$ cat src/rtl/ps2_host_tx.sv
// ps2_host_tx: PS/2 host-to-device command transmitter with bus request, ACK check and timeout
module ps2_host_tx #(
   parameter int INHIBIT_CYCLES = 12000,
   parameter int SETUP_CYCLES   = 200,
   parameter int TIMEOUT_CYCLES = 2000000
) (
   input  logic       clk,
   input  logic       reset,
   input  logic [7:0] tx_data,
   input  logic       tx_valid,
   output logic       tx_ready,
   input  logic       ps2_clk_in,
   input  logic       ps2_data_in,
   output logic       ps2_clk_oe,
   output logic       ps2_data_oe,
   output logic       rx_block,
   output logic       done,
   output logic       ack_err,
   output logic       timeout_err
);
   localparam int PMAX = INHIBIT_CYCLES > SETUP_CYCLES ? INHIBIT_CYCLES : SETUP_CYCLES;
   localparam int PW = $clog2(PMAX + 1);
   localparam int TW = $clog2(TIMEOUT_CYCLES + 1);

   typedef enum logic [2:0] {IDLE, INHIBIT, REQUEST, SEND, ACK, WAIT_IDLE, DONE} state_t;

   state_t        state, state_n;
   logic [1:0]    clk_sync, data_sync;
   logic          clk_prev;
   logic          fall;
   logic [PW-1:0] phase_cnt, phase_cnt_n;
   logic [TW-1:0] tmo_cnt, tmo_cnt_n, tmo_inc;
   logic          tmo_hit;
   logic [9:0]    shift, shift_n;
   logic [3:0]    edge_cnt, edge_cnt_n;
   logic          ack_bit, ack_bit_n;
   logic          data_oe_n, done_n, ack_err_n, timeout_err_n;

   // two-flop synchronizers on both lines plus one history stage for clock falling-edge detection
   always_ff @(posedge clk or posedge reset)
      if (reset) begin
         clk_sync  <= 2'b11;
         data_sync <= 2'b11;
         clk_prev  <= 1'b1;
      end else begin
         clk_sync  <= {clk_sync[0], ps2_clk_in};
         data_sync <= {data_sync[0], ps2_data_in};
         clk_prev  <= clk_sync[1];
      end

   assign fall    = clk_prev & ~clk_sync[1];
   assign tmo_hit = tmo_cnt == TW'(TIMEOUT_CYCLES);
   assign tmo_inc = tmo_hit ? tmo_cnt : tmo_cnt + 1'b1;

   // next-state and next-output logic; a device edge always beats the timeout terminal count
   always_comb begin
      state_n       = state;
      phase_cnt_n   = phase_cnt;
      tmo_cnt_n     = tmo_cnt;
      shift_n       = shift;
      edge_cnt_n    = edge_cnt;
      ack_bit_n     = ack_bit;
      data_oe_n     = ps2_data_oe;
      done_n        = 1'b0;
      ack_err_n     = 1'b0;
      timeout_err_n = 1'b0;
      case (state)
         IDLE:
            if (tx_valid & tx_ready) begin
               state_n     = INHIBIT;
               phase_cnt_n = '0;
               shift_n     = {1'b1, ~^tx_data, tx_data};
            end
         INHIBIT:
            if (phase_cnt == PW'(INHIBIT_CYCLES - 1)) begin
               state_n     = REQUEST;
               phase_cnt_n = '0;
               data_oe_n   = 1'b1;
            end else
               phase_cnt_n = phase_cnt + 1'b1;
         REQUEST:
            if (phase_cnt == PW'(SETUP_CYCLES - 1)) begin
               state_n    = SEND;
               tmo_cnt_n  = '0;
               edge_cnt_n = '0;
            end else
               phase_cnt_n = phase_cnt + 1'b1;
         SEND:
            if (fall) begin
               tmo_cnt_n  = '0;
               data_oe_n  = ~shift[0];
               shift_n    = {1'b1, shift[9:1]};
               edge_cnt_n = edge_cnt + 1'b1;
               state_n    = edge_cnt == 4'd9 ? ACK : SEND;
            end else if (tmo_hit) begin
               state_n       = IDLE;
               data_oe_n     = 1'b0;
               timeout_err_n = 1'b1;
            end else
               tmo_cnt_n = tmo_inc;
         ACK:
            if (fall) begin
               tmo_cnt_n = '0;
               ack_bit_n = data_sync[1];
               state_n   = WAIT_IDLE;
            end else if (tmo_hit) begin
               state_n       = IDLE;
               timeout_err_n = 1'b1;
            end else
               tmo_cnt_n = tmo_inc;
         WAIT_IDLE:
            if (clk_sync[1] & data_sync[1]) begin
               state_n   = DONE;
               done_n    = 1'b1;
               ack_err_n = ack_bit;
            end else if (fall)
               tmo_cnt_n = '0;
            else if (tmo_hit) begin
               state_n       = IDLE;
               timeout_err_n = 1'b1;
            end else
               tmo_cnt_n = tmo_inc;
         DONE:
            state_n = IDLE;
         default:
            state_n = IDLE;
      endcase
      data_oe_n = data_oe_n & (state_n == REQUEST || state_n == SEND);
   end

   // state, datapath and registered outputs; reset releases both lines immediately
   always_ff @(posedge clk or posedge reset)
      if (reset) begin
         state       <= IDLE;
         phase_cnt   <= '0;
         tmo_cnt     <= '0;
         shift       <= '0;
         edge_cnt    <= '0;
         ack_bit     <= 1'b0;
         tx_ready    <= 1'b1;
         rx_block    <= 1'b0;
         ps2_clk_oe  <= 1'b0;
         ps2_data_oe <= 1'b0;
         done        <= 1'b0;
         ack_err     <= 1'b0;
         timeout_err <= 1'b0;
      end else begin
         state       <= state_n;
         phase_cnt   <= phase_cnt_n;
         tmo_cnt     <= tmo_cnt_n;
         shift       <= shift_n;
         edge_cnt    <= edge_cnt_n;
         ack_bit     <= ack_bit_n;
         tx_ready    <= state_n == IDLE;
         rx_block    <= state_n != IDLE;
         ps2_clk_oe  <= state_n == INHIBIT || state_n == REQUEST;
         ps2_data_oe <= data_oe_n;
         done        <= done_n;
         ack_err     <= ack_err_n;
         timeout_err <= timeout_err_n;
      end
endmodule

$ cat config.mk
export PLATFORM = sky130hd
export DESIGN_NAME = ps2_host_tx
export DESIGN_NICKNAME = d
export VERILOG_FILES = /design/src/rtl/ps2_host_tx.sv
export SDC_FILE = /design/constraint.sdc
export NUM_CORES = 1
export LEC_CHECK = 0
export BUFFER_PORTS_ARGS = -buffer_cell sky130_fd_sc_hd__buf_2
export CORE_ASPECT_RATIO = 1.2
export CORE_UTILIZATION = 61
export CTS_CLUSTER_SIZE = 16
export DETAILED_ROUTE_END_ITERATION = 10
export PLACE_DENSITY = 0.8
export SYNTH_ARGS = -nofsm -noshare
export SYNTH_HDL_FRONTEND = slang
export SYNTH_SLANG_ARGS = --single-unit
$ cat constraint.sdc
create_clock -name clk -period 2.2 [get_ports clk]
set_input_delay 0.22 -clock clk [delete_from_list [all_inputs] [get_ports clk]]
set_output_delay 0.22 -clock clk [all_outputs]
set_load 0.005 [all_outputs]
==> implementation parameters, run 1 <==
Parameter                              Value

Worst setup path
  Largest stage delay, worst path ... 0.42 ns
  Crit Path Class ... register to register
  Number of buffers and inverters on the critical path ... 0
  Worst Path Arrival ... 2.29 ns
  Largest delay contributor family on the critical path ... simple AND/OR/NAND/NOR gates
  Startpoint types ... register
  Crit end category ... register
  Required time worst endpoint ... 2.43 ns
  Master of the slowest instance on the critical path ... dfrtp_1
  Crit path cell chain ... ha_1, and4_1, and4_1, a211oi_1, o21ai_1, or3_1
  Cell occurring most often along the worst timing path ... and4_1
  Biggest fanout along the worst timing path ... 5

Route
  Number of violations reported at the end of detailed-routing iteration 0 ... 270
  Total number of vias ... 3099
  Total routed wirelength ... 8180 um
  Vias per inst ... 6.31
  Count of antenna-violating nets left after detailed routing ... 0
  Pre-antenna DRT Iters ... 8
  WL per Instance ... 16.7 um
  DRC violation count after routing ... 1

Logic synthesis
  Most used flip-flop cell after synthesis ... dfrtp_1
  Post-synth EDFFs ... 0
  Sequential area share after synthesis ... 0.466
  Largest cells by area after synthesis ... dfrtp_1 (42%), nand2_1 (4.6%), dfstp_2 (4.5%)
  Largest area contributor in the netlist ... dfrtp_1
  Synth Register Bits ... 65
  Post-Synthesis Cells ... 382
  Synth Area per Inst ... 9.17 um2
  Summed instance area of the synthesized netlist ... 3500 um2
  Most repeated cell in the gate-level netlist after synthesis ... dfrtp_1
  Net count of the mapped netlist ... 400
  Most frequent cells after synthesis ... dfrtp_1 (59), nand2_1 (43), nor2_1 (37), o21ai_0 (24), nand3_1 (21)
  Fraction of post-synthesis cell area in the top cell type by area ... 0.421
  Yosys Warn Count ... 0
  Synth async-reset ratio ... 1.00
  Number of distinct library cells after synthesis ... 53

Hold path
  Class of the tightest hold or removal check ... primary input to register

Final layout
  Number of diodes ... 0
  Synthesis-to-finish area growth ... 17.1%
  Net total in the final layout ... 442
  Proportion of layout cells with a drive suffix above 1 ... 0.186

Timing
  Setup tns final ... 0 ns
  Period Utilization, post-route ... 0.940
  Worst slew pin tran ... 0.644 ns
  Total of endpoints with negative setup slack in the final report ... 0
  Hold WS ... 0.133 ns
  Achievable frequency ... 483 MHz
  Final hold vios ... 0
  Setup slack after layout ... 0.131 ns
  Final critical-path required period ... 2.07 ns
  Skew final ... 0.0103 ns
  Headroom to the max-slew limit ... 0.568
  Setup repair after global routing missed its margin ... false
  Number of max-slew violations in the final report ... 0

Clock tree
  Inserted Clock Buffers ... 9
  Clock root buffer master ... clkbuf_8
  Clock network latency to the later pin of the worst-skew pair ... 0.35 ns
  Maximum buffer depth of the clock tree ... 2
  Clock transition at the registers of the reported paths ... 0.07 ns
  CTS tree ... yes
  H-tree level count ... 3
  Num Clock Sinks ... 65

Die
  Core area ... 5410 um2
  Die width ... 71.2 um
  Effective utilization at floorplan ... 0.648
  Row count ... 29
  Die Footprint ... 6050 um2
  Chip height ... 85.0 um
  I/O Pins ... 20

Pwr
  Leakage power figure ... 0.00176 uW
  Worst voltage drop across the vdd grid ... 601 uV
  Final total power ... 2560 uW
  Power density relative to cell area ... 623 nW/um2

Global route
  Pin count of the biggest net entering global routing ... 30
  GR Util All Layers ... 0.296
  First-pass GRT wire length ... 13800 um
  Antenna violations before repair ... 0
  Final global-route overflow total ... 0
  Number of global-route vias before repair ... 3021

Placement
  Final HPWL DP ... 5770 um
  Post-Place Setup Slack ... 0.0885 ns
  Gpl congestion ... 0.900
  Buffers on Ports ... 19

Run status
  Outcome ... complete, but fails checks
  Violations in the final reports ... design-rule violations

Flow run
  # Max-Cap Violations ... 0
-- cell families (layout without fill, tap and decap cells) --
kind of cell,Yosys count,in the layout,synth area share
buffers and inverters,30,77,0.0346
adders and majority gates,5,5,0.0179
AOI/OAI and AO/OA,87,87,0.160
DFF,65,65,0.466
and+or+nand+nor,174,174,0.267
muxes,3,3,0.00929
xor gates and xnor gates,18,18,0.0450
-- through the flow --
stage / instances / area (um2) / utilization
2_1_floorplan: 382 / 3500 / -
3_3_place_gp: 469 / 3790 / 0.701
3_5_place_dp: 469 / 3790 / 0.701
4_1_cts: 488 / 4070 / 0.753
5_1_grt: 491 / 4100 / 0.759
6_report: 491 / 4100 / 0.759
-- sequential cells by signal, indices dropped and copies added (netlist names), 2 cells and up --
register,cells
tmo_cnt,21
edge_cnt,4
shift,10
data_sync,2
phase_cnt,14
state,3
clk_sync,2
-- where the power goes --
group | internal [uW] | switching [uW]
Combinational | 34.8 | 48.9
Clock | 787 | 479
Sequential | 1200 | 3.66
-- path summary, 6_finish.rpt --
path,from,to,slack (ns),cells after the start
min in group asynchronous,reset,ps2_clk_oe,0.46,3
max in group asynchronous,reset,phase_cnt[8],1.15,4
setup / recovery,phase_cnt[0],rx_block,0.13,6
hold reg to reg,data_sync[0],data_sync[1],0.36,0
hold / removal,tx_data[6],shift[6],0.13,3
setup reg to reg,phase_cnt[0],rx_block,0.13,6
-- worst register-to-register path, cell delays in order, from the launching register on --
cell	delay, ns
dfrtp_1	0.42
ha_1	0.24
and4_1	0.24
and4_1	0.23
a211oi_1	0.27
o21ai_1	0.15
or3_1	0.39
-- timing repair --
item,4_1_cts,5_1_grt
gates resized for setup,0,4
buffers inserted,0,3
endpoints found under the hold margin,20,0
setup endpoints to repair,0,2
hold buffers,3,0
-- area by class of cell --
cell class	count	area [um2]
Clock buffer	10	138
Clock inverter	6	115
Fill cell	361	1300
Inverter	13	48.8
Multi-Input combinational cell	287	1760
Sequential cell	65	1630
Tap cell	62	77.6
Timing Repair Buffer	48	333
-- layer usage --
| metal | track usage | share of wire | routed length [um] | vias to the layer above |
|---|---|---|---|---|
| met5 | 0 | 0 | 0 | - |
| met2 | 0.485 | 0.49 | 4010 | 125 |
| met3 | 0.0606 | 0.054 | 439 | 40 |
| met4 | 0.187 | 0.051 | 419 | 0 |
| li1 | - | - | - | 1477 |
| met1 | 0.355 | 0.41 | 3320 | 1457 |
-- cells in the final DEF, fill, tap and decap left out, types with 5 or more instances in the layout --
cell / synthesis / layout
dfrtp_1: 59 / 59
buf_2: 7 / 19
nor2b_1: 6 / 6
a21oi_1: 10 / 10
nand3_1: 21 / 21
a31oi_1: 14 / 14
a211oi_1: 6 / 6
xnor2_1: 17 / 17
o31ai_1: 12 / 12
buf_4: 0 / 25
dfstp_2: 6 / 6
nand4_1: 12 / 12
nor3_1: 8 / 8
and4_1: 8 / 8
inv_1: 13 / 12
nor2_1: 37 / 36
ha_1: 5 / 5
nand2b_1: 7 / 7
nand2_1: 43 / 43
clkbuf_8: 0 / 10
o21ai_0: 24 / 23
(Power assumes the default switching activity.)
==> run 2: changes to the inputs <==
--- a/config.mk
+++ b/config.mk
@@ -7,10 +7,10 @@
 export LEC_CHECK = 0
 export BUFFER_PORTS_ARGS = -buffer_cell sky130_fd_sc_hd__buf_2
 export CORE_ASPECT_RATIO = 1.2
-export CORE_UTILIZATION = 61
+export CORE_UTILIZATION = 65
 export CTS_CLUSTER_SIZE = 16
 export DETAILED_ROUTE_END_ITERATION = 10
-export PLACE_DENSITY = 0.8
+export PLACE_DENSITY = 0.84
 export SYNTH_ARGS = -nofsm -noshare
 export SYNTH_HDL_FRONTEND = slang
 export SYNTH_SLANG_ARGS = --single-unit
==> constraint.sdc (replaced) <==
create_clock -name clk -period 2.64 [get_ports clk]
set_input_delay 0.264 -clock clk [delete_from_list [all_inputs] [get_ports clk]]
set_output_delay 0.264 -clock clk [all_outputs]
set_load 0.005 [all_outputs]
==> run 2 against run 1 <==
Non-clock buffer count is 19 lower. Power is 22% lower. The flow now finishes without violations. First-iteration DRC count is 5.6% higher. Critical path type unchanged. Clock power is 28% lower. Core utilization is 1.1 points higher. Clock skew is 0.0031 ns higher. Highest routed layer unchanged. Worst hold slack worse by 0.12 ns.
==> implementation parameters, run 2 (synthesis gave the netlist of run 1 again) <==
Parameter                              Value

Timing
  Final critical-path required period ... 2.36 ns (was 2.07 ns)
  Setup repair after global routing missed its margin ... false (unchanged)
  Worst slew pin tran ... 0.744 ns (was 0.644 ns)
  Headroom to the max-slew limit ... 0.503 (was 0.568)
  Setup tns final ... 0 ns (unchanged)
  Skew final ... 0.0135 ns (was 0.0103 ns)
  Final hold vios ... 0 (unchanged)
  Period Utilization, post-route ... 0.895 (was 0.940)
  Achievable frequency ... 423 MHz (was 483 MHz)
  Total of endpoints with negative setup slack in the final report ... 0 (unchanged)
  Number of max-slew violations in the final report ... 0 (unchanged)

Worst setup path
  Reg2reg end ... rx_block (unchanged)
  Worst setup slack for register-to-register paths ... 0.28 ns (was 0.13 ns)
  Capture point of the critical path ... rx_block (unchanged)
  Crit end category ... register (unchanged)
  Biggest fanout along the worst timing path ... 5 (unchanged)
  Startpoint types ... register (unchanged)
  Setup crit start ... tmo_cnt[1] (was phase_cnt[0])
  R2R depth ... 7 (was 6)
  Crit Path Class ... register to register (unchanged)
  Worst Path Arrival ... 2.58 ns (was 2.29 ns)
  Required time worst endpoint ... 2.86 ns (was 2.43 ns)
  Reg-to-reg critical path startpoint ... tmo_cnt[1] (was phase_cnt[0])

Final layout
  Area of combinational cells with multiple inputs ... 1750 um2 (was 1760 um2)
  Sequential Area ... 1630 um2 (unchanged)
  Final instance area ... 3890 um2 (was 4100 um2)
  Net total in the final layout ... 423 (was 442)
  Post-route insts no fill ... 470 (was 491)
  Biggest regs ... tmo_cnt (21), phase_cnt (14), shift (10) (unchanged)
  Max FFs per register ... 21 (unchanged)
  Top library cells by usage in the layout, fill and taps aside ... dfrtp_1 (59), nand2_1 (43), nor2_1 (37), o21ai_0 (24), nand3_1 (21) (was dfrtp_1 (59), nand2_1 (43), nor2_1 (36), buf_4 (25), o21ai_0 (23))
  Commonest non-fill, non-tap cell in the layout ... dfrtp_1 (unchanged)
  Synthesis-to-finish area growth ... 10.9% (was 17.1%)
  Register with the most flip-flops ... tmo_cnt (unchanged)
  Filler cell count ... 343 (was 361)
  Proportion of layout cells with a drive suffix above 1 ... 0.149 (was 0.186)
  Number of diodes ... 0 (unchanged)

Clock tree
  Number of hold buffers added after cts ... 0 (was 3)
  Num Clock Sinks ... 65 (unchanged)
  Clock transition at the registers of the reported paths ... 0.07 ns (about the same)
  Maximum buffer depth of the clock tree ... 2 (unchanged)
  Clock root buffer master ... clkbuf_8 (unchanged)
  Number of instances resized during post-cts repair ... 0 (unchanged)
  H-tree level count ... 3 (unchanged)
  Inserted Clock Buffers ... 9 (unchanged)
  Clock network latency to the later pin of the worst-skew pair ... 0.35 ns (about the same)
  CTS tree ... yes (unchanged)
  Number of buffers added for setup after CTS ... 0 (unchanged)

Pwr
  Power density relative to cell area ... 511 nW/um2 (was 623 nW/um2)
  Worst voltage drop across the vdd grid ... 454 uV (was 601 uV)
  Leakage power figure ... 0.00164 uW (was 0.00176 uW)

Placement
  Final HPWL DP ... 5530 um (was 5770 um)
  Number of cells after detailed placement ... 454 (was 469)
  Buffers on Ports ... 19 (unchanged)
  Gpl congestion ... 0.887 (was 0.900)
  Area after DPL ... 3680 um2 (was 3790 um2)

Global route
  Number of global-route vias before repair ... 2963 (was 3021)
  GR Util All Layers ... 0.309 (was 0.296)
  Final global-route overflow total ... 0 (unchanged)
  Antenna violations before repair ... 0 (unchanged)
  Pin count of the biggest net entering global routing ... 37 (was 30)
  First-pass GRT wire length ... 13500 um (was 13800 um)

Route
  Count of antenna-violating nets left after detailed routing ... 0 (unchanged)
  WL per Instance ... 17.6 um (was 16.7 um)
  Number of violations reported at the end of detailed-routing iteration 0 ... 285 (was 270)
  Pre-antenna DRT Iters ... 6 (was 8)
  Total number of vias ... 3096 (was 3099)
  Routed met2 length ... 4140 um (was 4010 um)
  Sum of met3 wire segment lengths after detailed routing ... 480 um (was 439 um)
  Met1 Routed Length ... 3320 um (about the same)
  Top routing layer in use ... met4 (unchanged)
  DRC violation count after routing ... 0 (was 1)
  Total routed wirelength ... 8280 um (was 8180 um)
  Vias per inst ... 6.59 (was 6.31)

Hold path
  Class of the tightest hold or removal check ... primary input to register (unchanged)
  Launch point of the worst hold path ... ps2_clk_in (was tx_data[6])

Die
  Core area ... 5040 um2 (was 5410 um2)
  Effective utilization at floorplan ... 0.694 (was 0.648)
  Row count ... 28 (was 29)
  Chip height ... 82.4 um (was 85.0 um)
  Die Footprint ... 5690 um2 (was 6050 um2)
  I/O Pins ... 20 (unchanged)
  Die width ... 69.0 um (was 71.2 um)

Flow run
  # Max-Cap Violations ... 0 (unchanged)

Run status
  Outcome ... complete, no violations (was complete, but fails checks)
-- run 2: cell count changes in the layout (fill, tap and decap cells not counted), moves of 2 or more --
cell,delta
buf_4,-15
clkinv_2,+3
dlygate4sd3_1,-3
clkinv_4,-2
-- run 2: cell type report --
| type | instances | share of cell area |
|---|---|---|
| tap | 60 | 0.0193 |
| inverter | 13 | 0.0126 |
| clock inverter | 6 | 0.0212 |
| clock buffer | 10 | 0.0328 |
| sequential | 65 | 0.420 |
| timing repair buffer | 29 | 0.0438 |
| multi-input combinational | 287 | 0.450 |
-- run 2: worst min path at each step --
stage	slack (ns)	depth (start not counted)	to
2_1_floorplan	0.27	0	clk_sync[0]
3_3_place_gp	0.35	0	data_sync[1]
3_5_place_dp	0.35	0	data_sync[1]
4_1_cts	0.003	1	clk_sync[0]
5_1_grt	0.002	1	clk_sync[0]
6_report	0.01	1	clk_sync[0]
-- run 2: metal layers --
metal	track usage	vias up
met4	0.186	0
met5	0	-
met1	0.354	1487
li1	-	1440
met3	0.0510	35
met2	0.550	134
-- run 2: worst max-delay path, cell delays in order, from the launching register on --
cell and delay (ns):
dfrtp_1 0.43, inv_1 0.10, ha_1 0.19, and4bb_2 0.25, nand4_1 0.21, nor2_1 0.27, o221ai_1 0.32, or3_1 0.46
-- run 2: stage by stage --
step | setup slack [ns] | util | total power [uW] | hold slack [ns]
6_report | 0.276 | 0.770 | 1980 | 0.0102
5_1_grt | 0.177 | 0.770 | 2030 | 0.00250
4_1_cts | 0.372 | 0.770 | 1990 | 0.00269
3_5_place_dp | 0.449 | 0.729 | 1090 | 0.347
3_3_place_gp | 0.523 | 0.729 | 1090 | 0.346
2_1_floorplan | 0.639 | - | 1060 | 0.268
-- run 2: report_power, final --
group / internal, uW / total, uW / switching (uW)
Sequential: 1000 / 1010 / 2.82
Combinational: 24.1 / 65.8 / 41.7
Clock: 526 / 913 / 387
